==> src/rtl/hazard_ctrl.sv <==
// hazard_ctrl
//   Hazard, forwarding and pipeline-control unit for the RV32 core. A
//   scoreboard of in-flight destinations FWD_DEPTH stages deep drives the
//   per-operand forwarding selects, load-use stalls, a taken-branch flush
//   window and a whole-pipeline freeze while data memory is not ready.
//
// Ports
//   clk          in   rising-edge clock
//   reset        in   asynchronous active-low reset
//   id_valid     in   decode slot holds an instruction
//   id_rs1/rs2   in   source register indices
//   id_rs*_used  in   source is actually read
//   id_rd        in   destination index
//   id_reg_wr    in   instruction writes id_rd
//   id_is_load   in   instruction is a load
//   br_taken     in   decode instruction is a taken branch/jump
//   mem_req      in   memory stage has an access outstanding
//   mem_ready    in   data memory completes the access this cycle
//   fwd_a/fwd_b  out  operand source: 0 = register file, k = stage k result
//   issue        out  decode instruction advances this cycle
//   stall_f      out  hold PC and F/D
//   bubble_e     out  load a NOP into the next stage
//   flush_fd     out  kill the instruction being fetched into F/D
//   freeze       out  hold every pipeline register
module hazard_ctrl #(
  parameter int REG_INDEX_WIDTH = 5,
  parameter int FWD_DEPTH       = 2,
  parameter int LOAD_LAT        = 1,
  parameter int BR_PENALTY      = 1,
  localparam int FS             = $clog2(FWD_DEPTH + 1)
) (
  input  logic                       clk,
  input  logic                       reset,
  input  logic                       id_valid,
  input  logic [REG_INDEX_WIDTH-1:0] id_rs1,
  input  logic [REG_INDEX_WIDTH-1:0] id_rs2,
  input  logic                       id_rs1_used,
  input  logic                       id_rs2_used,
  input  logic [REG_INDEX_WIDTH-1:0] id_rd,
  input  logic                       id_reg_wr,
  input  logic                       id_is_load,
  input  logic                       br_taken,
  input  logic                       mem_req,
  input  logic                       mem_ready,
  output logic [FS-1:0]              fwd_a,
  output logic [FS-1:0]              fwd_b,
  output logic                       issue,
  output logic                       stall_f,
  output logic                       bubble_e,
  output logic                       flush_fd,
  output logic                       freeze
);

  // Scoreboard entry k describes the instruction issued k cycles ago.
  logic                       r_sb_v  [1:FWD_DEPTH];
  logic [REG_INDEX_WIDTH-1:0] r_sb_rd [1:FWD_DEPTH];
  logic                       r_sb_ld [1:FWD_DEPTH];
  logic [1:0]                 r_fcnt;

  logic [FS-1:0] w_fwd_a;
  logic [FS-1:0] w_fwd_b;
  logic          w_lu_a;
  logic          w_lu_b;
  logic          w_freeze;
  logic          w_issue;

  assign w_freeze = reset && mem_req && !mem_ready;

  // Nearest-producer lookup: scan oldest to youngest so the youngest match wins.
  always_comb begin
    w_fwd_a = '0;
    w_fwd_b = '0;
    w_lu_a  = 1'b0;
    w_lu_b  = 1'b0;
    for (int k = FWD_DEPTH; k >= 1; k--) begin
      if (id_rs1_used && (id_rs1 != '0) && r_sb_v[k] && (r_sb_rd[k] == id_rs1)) begin
        w_fwd_a = FS'(k);
        w_lu_a  = r_sb_ld[k] && (k <= LOAD_LAT);
      end else begin
        w_fwd_a = w_fwd_a;
      end
      if (id_rs2_used && (id_rs2 != '0) && r_sb_v[k] && (r_sb_rd[k] == id_rs2)) begin
        w_fwd_b = FS'(k);
        w_lu_b  = r_sb_ld[k] && (k <= LOAD_LAT);
      end else begin
        w_fwd_b = w_fwd_b;
      end
    end
  end

  // Pipeline control in priority order: reset, freeze, flush window, load-use, issue.
  always_comb begin
    fwd_a    = '0;
    fwd_b    = '0;
    w_issue  = 1'b0;
    stall_f  = 1'b0;
    bubble_e = 1'b0;
    flush_fd = 1'b0;
    freeze   = 1'b0;
    if (!reset) begin
      w_issue = 1'b0;
    end else begin
      fwd_a = w_fwd_a;
      fwd_b = w_fwd_b;
      if (w_freeze) begin
        stall_f = 1'b1;
        freeze  = 1'b1;
      end else if (r_fcnt != 2'd0) begin
        // decode holds a wrong-path instruction: kill it and keep fetching
        bubble_e = 1'b1;
        flush_fd = 1'b1;
      end else if (id_valid && (w_lu_a || w_lu_b)) begin
        stall_f  = 1'b1;
        bubble_e = 1'b1;
      end else begin
        w_issue  = id_valid;
        // a branch only flushes on the cycle it actually issues
        flush_fd = id_valid && br_taken;
      end
    end
  end

  assign issue = w_issue;

  // Scoreboard shift and flush countdown; both hold while frozen.
  always_ff @(posedge clk or negedge reset) begin
    if (!reset) begin
      for (int k = 1; k <= FWD_DEPTH; k++) begin
        r_sb_v[k]  <= 1'b0;
        r_sb_rd[k] <= '0;
        r_sb_ld[k] <= 1'b0;
      end
      r_fcnt <= 2'd0;
    end else if (!w_freeze) begin
      r_sb_v[1]  <= w_issue && id_reg_wr && (id_rd != '0);
      r_sb_rd[1] <= w_issue ? id_rd : '0;
      r_sb_ld[1] <= w_issue && id_is_load;
      for (int k = 2; k <= FWD_DEPTH; k++) begin
        r_sb_v[k]  <= r_sb_v[k-1];
        r_sb_rd[k] <= r_sb_rd[k-1];
        r_sb_ld[k] <= r_sb_ld[k-1];
      end
      if (w_issue && br_taken) begin
        r_fcnt <= 2'(BR_PENALTY - 1);
      end else if (r_fcnt != 2'd0) begin
        r_fcnt <= r_fcnt - 2'd1;
      end else begin
        r_fcnt <= r_fcnt;
      end
    end else begin
      r_fcnt <= r_fcnt;
    end
  end

endmodule

==> config.mk <==
export PLATFORM = sky130hd
export DESIGN_NAME = hazard_ctrl
export DESIGN_NICKNAME = d
export VERILOG_FILES = /design/src/rtl/hazard_ctrl.sv
export SDC_FILE = /design/constraint.sdc
export NUM_CORES = 1
export LEC_CHECK = 0
export ABC_AREA = 1
export BUFFER_PORTS_ARGS = -buffer_cell sky130_fd_sc_hd__buf_2
export CORE_AREA = 3 3 50 52
export DETAILED_ROUTE_END_ITERATION = 8
export DIE_AREA = 0 0 53 55
export PLACE_DENSITY = 0.8
export SYNTH_ARGS = -nofsm -noshare
export SYNTH_HDL_FRONTEND = slang
export SYNTH_SLANG_ARGS = --single-unit
==> constraint.sdc <==
create_clock -name clk -period 3.97 [get_ports clk]
set_clock_uncertainty 0.15 [all_clocks]
set_input_delay 0.397 -clock clk [delete_from_list [all_inputs] [get_ports clk]]
set_output_delay 0.397 -clock clk [all_outputs]
set_load 0.05 [all_outputs]
* Word level (Yosys, flattened, before mapping) *
Index checks and enable logic that the tools add are counted.
Widths: inputs -> output; s select.

word-level totals
  bits in registers = 15

operators by class
  $add $sub $neg = 1
  eq/ne operators = 4
  muxes and demuxes = 28
  bitwise operators = 1
  reductions and logical operators = 26

operators by type and width
  kind                 count
  $eq 5x5->1           4
  $mux 1               19
  $logic_and 1x1->1    18
  $mux 2               8
  $reduce_bool 5->1    3
  $mux 5               1
  $reduce_bool 2->1    2
  $reduce_and 2->1     1
  $sub 2x1->2 const B  1
  $logic_not 1->1      1
  $logic_or 1x1->1     1
  $not 1->1            1

* Logic depth before layout (Yosys ltp) *
Gate-level depths: netlist of the first run.

  depth in word-level cells = 14
  mapped depth = 11
  depth with buffers taken out = 11

* Worst setup path after synthesis of the first run *
OpenSTA, ideal clock, no wires.

  path kind = input port to output port
  start point = input id_rs1[4]
  end point = output fwd_a[1]
  data arrival time = 1.947 ns
  required time = 3.423 ns
  setup slack = 1.476 ns
  stages = 4
  cell sequence = xor2_1 -> nor3_1 -> nand3_1 -> nor3b_1

between the ends
  word-level cells in the longest chain between the ends = 7
  elaborated cells on any way between the ends = 11
  classes of those cells = eq/ne: 2; mux: 3; reduce/logical: 6

ends and longest elaborated chain
  item                             line  RTL
  start: declaration               35    input logic [REG_INDEX_WIDTH-1:0] id_rs1,
  $reduce_bool 5->1                76    if (id_rs1_used && (id_rs1 != '0) && r_sb_v[k] && (r_sb_rd[k] == id_rs1)) begin
  $logic_and 1x1->1 (3 in series)  76
  $mux 2                           76
  $mux 2 (*)                       76
  $mux 2 (*)                       100   if (!reset) begin
  end: declaration                 45    output logic [FS-1:0] fwd_a,

Every way passes the cells marked *; elsewhere a longest branch is shown, timed or not.

* Final worst setup path of the first run *
  start point = input reset
  end point = output issue

between the ends
  word-level cells in the longest chain between the ends = 4

ends and longest elaborated chain
  item                             line  RTL
  start: declaration               33    input logic reset,
  $logic_and 1x1->1 (2 in series)  67    assign w_freeze = reset && mem_req && !mem_ready;
  $mux 1                           105   if (w_freeze) begin
  $mux 1 (*)                       100
  end: declaration                 47    output logic issue,

Marked as above.

==> impl_metrics.json, run 1 <==
{
  "multiInputGateArea_sq_um": 623,
  "place.detailed.hpwl_mm": 2.26,
  "synth_top_area_cell": "dfrtp_1",
  "grt_pass1_wl_mm": 4.61,
  "grt_pass1_vias": 1092,
  "rsz0062_at_grt": "false",
  "worstHoldStart": "id_is_load",
  "avgSynthCellArea_sq_um": 6.75,
  "period_needed_ns": 2.99,
  "hold_path_end": "r_sb_ld[1]",
  "hold_viol": 0,
  "drc": 0,
  "synthTopCellsByArea": "dfrtp_1 (34%), nand2_1 (14%), inv_1 (7.4%)",
  "relSlewSlack_pct": 62.5,
  "synth_nets": 192,
  "grt_usage_pct": 21.5,
  "p_leak_nw": 0.735,
  "diodes": 0,
  "synth_top_area_share_pct": 33.5,
  "wl_met2_mm": 1.35,
  "end_kind": "output pin",
  "die_height_um": 55,
  "rr_worst_depth": 7,
  "ys_seq_area_share_pct": 33.5,
  "core_sq_um": 2150,
  "overflow": 0,
  "power_frac_clock_pct": 17.1,
  "min_period_over_period_pct": 75.2,
  "min_path_cells": 3,
  "clockBufferDepth": 2,
  "synthesis.area_sq_um": 1120,
  "final_layout_size_suffix_gt1_share_pct": 24.8,
  "cap_violations": 0,
  "clkLatencyLatePin_ns": 0.27,
  "die_width_um": 53,
  "cts_buffers": 3,
  "ys_warn_count": 0,
  "ys_ff_latch": 15,
  "timing.rr.end": "r_fcnt[0]",
  "cp.arrival_ns": 2.44,
  "criticalPathCategory": "primary input to output pin",
  "top_layer": "met4",
  "layout_setup_ws_ns": 0.983,
  "power.share.sequential_pct": 40.9,
  "cts_tree": "yes",
  "worst_setup_path_start_kind": "primary input",
  "cts.sinks": 15,
  "nets": 229,
  "clk_pin_slew_ns": 0.08,
  "root_buffer": "clkbuf_4",
  "crit_required_ns": 3.42,
  "worst-path-max-fanout": 20,
  "worst_slew_pin_slew_ns": 0.561,
  "vias": 1225,
  "n_fill_cell": 213,
  "ant_nets": 0,
  "antenna_found_initial": 0,
  "ctsResizeCount": 0,
  "drt-total-wl_mm": 2.81,
  "vdd_drop_max_uv": 318,
  "seqCellArea_sq_um": 375,
  "p_sw_mw": 0.181,
  "min_path_type": "primary input to flop",
  "powerDensity_nw_per_um2": 345,
  "post-place-ws_ns": 1.53,
  "htree_levels": 1,
  "gp_congestion": 0.842,
  "r2r_start": "r_fcnt[0]",
  "combPwrFrac_pct": 42.0,
  "first_pass_iters": 4,
  "outcome": "finished, final reports clean",
  "intPower_mw": 0.283,
  "wl_per_cell_um": 12.2,
  "initial_core_util_pct": 52.1,
  "ioPinCount": 34,
  "syn_inst": 166,
  "drt_iter0_drc": 28,
  "met1_length_mm": 1.24,
  "vias_per_cell": 5.33,
  "timing.fmax_ghz": 0.335,
  "area_growth_syn_to_layout_pct": 20.2,
  "final_cell_mix": "nand2_1 (41), buf_2 (33), inv_1 (22)",
  "setup_tns_ns": 0,
  "port_buffers": 33,
  "swShare_pct": 39.0,
  "layout_commonest_cell": "nand2_1",
  "slew_violations": 0,
  "reg2reg_slack_ns": 2.22,
  "grt_start_max_net_pins": 21,
  "wl_met3_um": 163,
  "synth_cell_types": 25,
  "setup_viol": 0,
  "die_area_sq_um": 2920,
  "rows": 17
}
routing by layer:
| layer | up-vias | track usage (%) |
|---|---|---|
| met3 | 4 | 1.61 |
| met2 | 40 | 38.6 |
| met5 | - | 0 |
| met4 | 0 | 8.94 |
| met1 | 564 | 26.7 |
| li1 | 617 | - |
logic make-up after synthesis:
kind of cell             count (synthesis)  synth area share [%]
AO/OA/AOI/OAI                           29                  13.7
XOR/XNOR                                 6                  4.69
adder cells (fa/ha/maj)                  1                  1.12
buffers and inverters                   31                  10.8
flip-flops                              15                  33.5
multiplexers                             1                  1.01
AND/OR/NAND/NOR                         83                  35.1
repair_timing:
item	in CTS	in global routing
endpoints found under the setup margin	0	0
hold endpoints to repair	15	0
hold buffers	1	0
buffers inserted	0	0
synthesized netlist by cell type (all sizes together):
cell	number
xor2	6
mux2	1
nor3	4
and3	1
a21oi	10
dfrtp	15
ha	1
nor3b	2
nor2	13
nand2	44
nand3	10
o22ai	4
o21ai	15
inv	29
nand4	9
buf	2
worst max path at each step:
stage / slack (ns) / cells after the start / to / start
after floorplan: 1.48 / 4 / fwd_a[1] / id_rs1[4]
after global placement: 1.59 / 6 / issue / reset
after detailed placement: 1.53 / 6 / issue / reset
after CTS: 0.98 / 7 / issue / reset
after global routing: 0.79 / 7 / issue / reset
final: 0.98 / 7 / issue / reset
metrics by stage:
stage / total power, mW / cells / cell area (sq um) / hold slack (ns) / util [%]
detailed placement: 0.388 / 225 / 1310 / 0.195 / 61.0
CTS: 0.469 / 230 / 1350 / 0.217 / 62.7
floorplan: 0.333 / 166 / 1120 / -0.0486 / -
global placement: 0.378 / 225 / 1310 / 0.188 / 61.0
finish: 0.464 / 230 / 1350 / 0.230 / 62.7
global route: 0.511 / 230 / 1350 / 0.263 / 62.7
power by group through the flow:
stage / clock network [mW] / logic (mW) / registers, mW
floorplan: 0 / 0.144 / 0.189
global placement: 0 / 0.186 / 0.192
detailed placement: 0 / 0.195 / 0.193
CTS: 0.0826 / 0.197 / 0.190
global route: 0.0929 / 0.225 / 0.193
finish: 0.0796 / 0.195 / 0.190
sequential cells by signal, summed over array words and instances, names as in the netlist:
signal and count:
r_sb_rd 10, r_sb_ld 1, r_sb_v 2, r_fcnt 2
final cells by class:
cell class | instances | share of cell area [%]
inverters | 29 | 8.27
repair buffers | 34 | 13.0
clock buffers | 4 | 1.95
well taps | 28 | 2.60
multi-input cells | 120 | 46.3
flip-flops and latches | 15 | 27.9
worst max-delay path, cell delays in order:
cell and delay [ns]:
dlygate4sd3_1 0.52, buf_2 0.36, nand2_1 0.16, nor2_4 0.33
nor2_1 0.23, and3_1 0.23, buf_2 0.20
No activity file was read; power rests on OpenSTA's default activity.
==> run 2, diff against run 1 <==
--- a/config.mk
+++ b/config.mk
@@ -7,10 +7,10 @@
 export LEC_CHECK = 0
 export ABC_AREA = 1
 export BUFFER_PORTS_ARGS = -buffer_cell sky130_fd_sc_hd__buf_2
-export CORE_AREA = 3 3 50 52
+export CORE_AREA = 3 3 52 54
 export DETAILED_ROUTE_END_ITERATION = 8
-export DIE_AREA = 0 0 53 55
-export PLACE_DENSITY = 0.8
+export DIE_AREA = 0 0 55 57
+export PLACE_DENSITY = 0.75
 export SYNTH_ARGS = -nofsm -noshare
 export SYNTH_HDL_FRONTEND = slang
 export SYNTH_SLANG_ARGS = --single-unit
==> constraint.sdc (replaced) <==
create_clock -name clk -period 2.8 [get_ports clk]
set_clock_uncertainty 0.15 [all_clocks]
set_input_delay 0.28 -clock clk [delete_from_list [all_inputs] [get_ports clk]]
set_output_delay 0.28 -clock clk [all_outputs]
set_load 0.05 [all_outputs]
==> run 2 against run 1 <==
Compared with the run above:
- utilization is 2.6 points lower
- clock power is 46% higher
- highest routed layer unchanged
- routed wire length decreased by 1.4%
- setup slack got worse by 0.68 ns
- largest power group unchanged
- critical endpoint unchanged
- non-clock buffer count rose by 1
- sequential cell count did not move
- hold slack lost 0.12 ns
- combinational power increased by 44%
- power up 43%
- critical path depth did not move
==> impl_metrics.json, run 2 (synthesis gave the netlist of run 1 again) <==
{
  "layoutNonFillerInstCount": 231,
  "relSlewSlack_pct": 66.0,
  "vdd_drop_max_uv": 479,
  "core_sq_um": 2250,
  "dpl-instance-area_sq_um": 1320,
  "worst_slew_pin_slew_ns": 0.508,
  "drt-total-wl_mm": 2.77,
  "vias": 1218,
  "ant_nets": 0,
  "worst-path-max-fanout": 16,
  "drc": 0,
  "period_needed_ns": 2.50,
  "slowest_delay_ns": 0.53,
  "n_fill_cell": 238,
  "clk_pin_slew_ns": 0.08,
  "clkLatencyLatePin_ns": 0.27,
  "wl_per_cell_um": 12.0,
  "grt_usage_pct": 18.8,
  "grt_pass1_vias": 1083,
  "ioPinCount": 34,
  "nets": 230,
  "cts_tree": "yes",
  "die_width_um": 55,
  "post-place-ws_ns": 0.768,
  "setup_tns_ns": 0,
  "cap_violations": 0,
  "cpMostUsedCell": "buf_2",
  "p_leak_nw": 0.740,
  "cp_cell_sequence": "dlygate4sd3_1 -> buf_2 -> nand2_1 -> nor2_4 -> nor2_1 -> and3_1 -> buf_2",
  "first_pass_iters": 4,
  "layout_commonest_cell": "nand2_1",
  "final_layout_size_suffix_gt1_share_pct": 25.1,
  "cts.sinks": 15,
  "outcome": "finished, final reports clean",
  "overflow": 0,
  "regMostFlops": "r_sb_rd",
  "die_height_um": 57,
  "hold_viol": 0,
  "setup_viol": 0,
  "clockBufferDepth": 2,
  "end_kind": "output pin",
  "slowest_stage": "dlygate4sd3_1",
  "diodes": 0,
  "layout_setup_ws_ns": 0.305,
  "worst_setup_path_start_kind": "primary input",
  "slew_violations": 0,
  "place_inst": 226,
  "largest_reg_flops": 10,
  "final_cell_mix": "nand2_1 (41), buf_2 (33), inv_1 (22)",
  "min_path_type": "primary input to flop",
  "cts_buffers": 3,
  "area_growth_syn_to_layout_pct": 20.9,
  "drt_iter0_drc": 31,
  "ctsResizeCount": 0,
  "crit_required_ns": 2.37,
  "worst_hold_slack_ns": 0.109,
  "place.detailed.hpwl_mm": 2.22,
  "criticalPathCategory": "primary input to output pin",
  "initial_core_util_pct": 49.7,
  "htree_levels": 1,
  "top_regs": "r_sb_rd: 10 flops, r_fcnt: 2 flops, r_sb_v: 2 flops",
  "fin_area_sq_um": 1350,
  "rsz0062_at_grt": "false",
  "root_buffer": "clkbuf_4",
  "cts_setup_buffers": 0,
  "powerDensity_nw_per_um2": 490,
  "antenna_found_initial": 0,
  "die_area_sq_um": 3140,
  "gp_congestion": 0.876,
  "timing.fmax_ghz": 0.401,
  "cp.arrival_ns": 2.07,
  "grt_pass1_wl_mm": 4.38,
  "grt_start_max_net_pins": 17,
  "min_period_over_period_pct": 89.1,
  "fin_util_pct": 60.0,
  "vias_per_cell": 5.27,
  "design_power_total_mw": 0.664,
  "port_buffers": 33,
  "rows": 17
}
[run 2: what timing repair did]
action,in CTS,in global routing
endpoints found under the hold margin,15,0
setup endpoints to repair,0,0
hold buffers,1,0
[run 2: worst paths after layout]
path	startpoint	end	slack, ns	cells after the start
max	reset	issue	0.30	7
min	id_is_load	r_sb_ld[1]	0.11	3
max reg2reg	r_fcnt[0]	r_fcnt[0]	1.07	7
min reg2reg	r_sb_rd[0]	r_sb_rd[0]	0.35	2
max in group asynchronous	reset	r_sb_rd[6]	1.91	3
min in group asynchronous	reset	r_fcnt[1]	0.19	2
[run 2: critical path: cells and delay by family]
family / cells / cell delay [ns]
buf+inv: 3 / 0.95
simple gates: 4 / 0.83
[run 2: final cells by class]
class	instances	area (sq um)	share of cell area [%]
well taps	28	35.0	2.59
repair buffers	35	183	13.5
clock buffers	4	26.3	1.94
inverters	29	111	8.23
flip-flops and latches	15	375	27.7
multi-input cells	120	623	46.0
[run 2: routing by layer]
metal  GRT usage [%]  share of wire [%]  up-vias
met5               0                  0        -
met1            24.1                 45      542
met3            2.09                7.5        4
met4            9.38                1.3        0
met2            30.4                 46       53
li1                -                  -      619
[run 2: report_power, final]
group / switching, mW / internal [mW]
clock: 0.0608 / 0.0552
sequential: 0.0201 / 0.248
combinational: 0.180 / 0.100
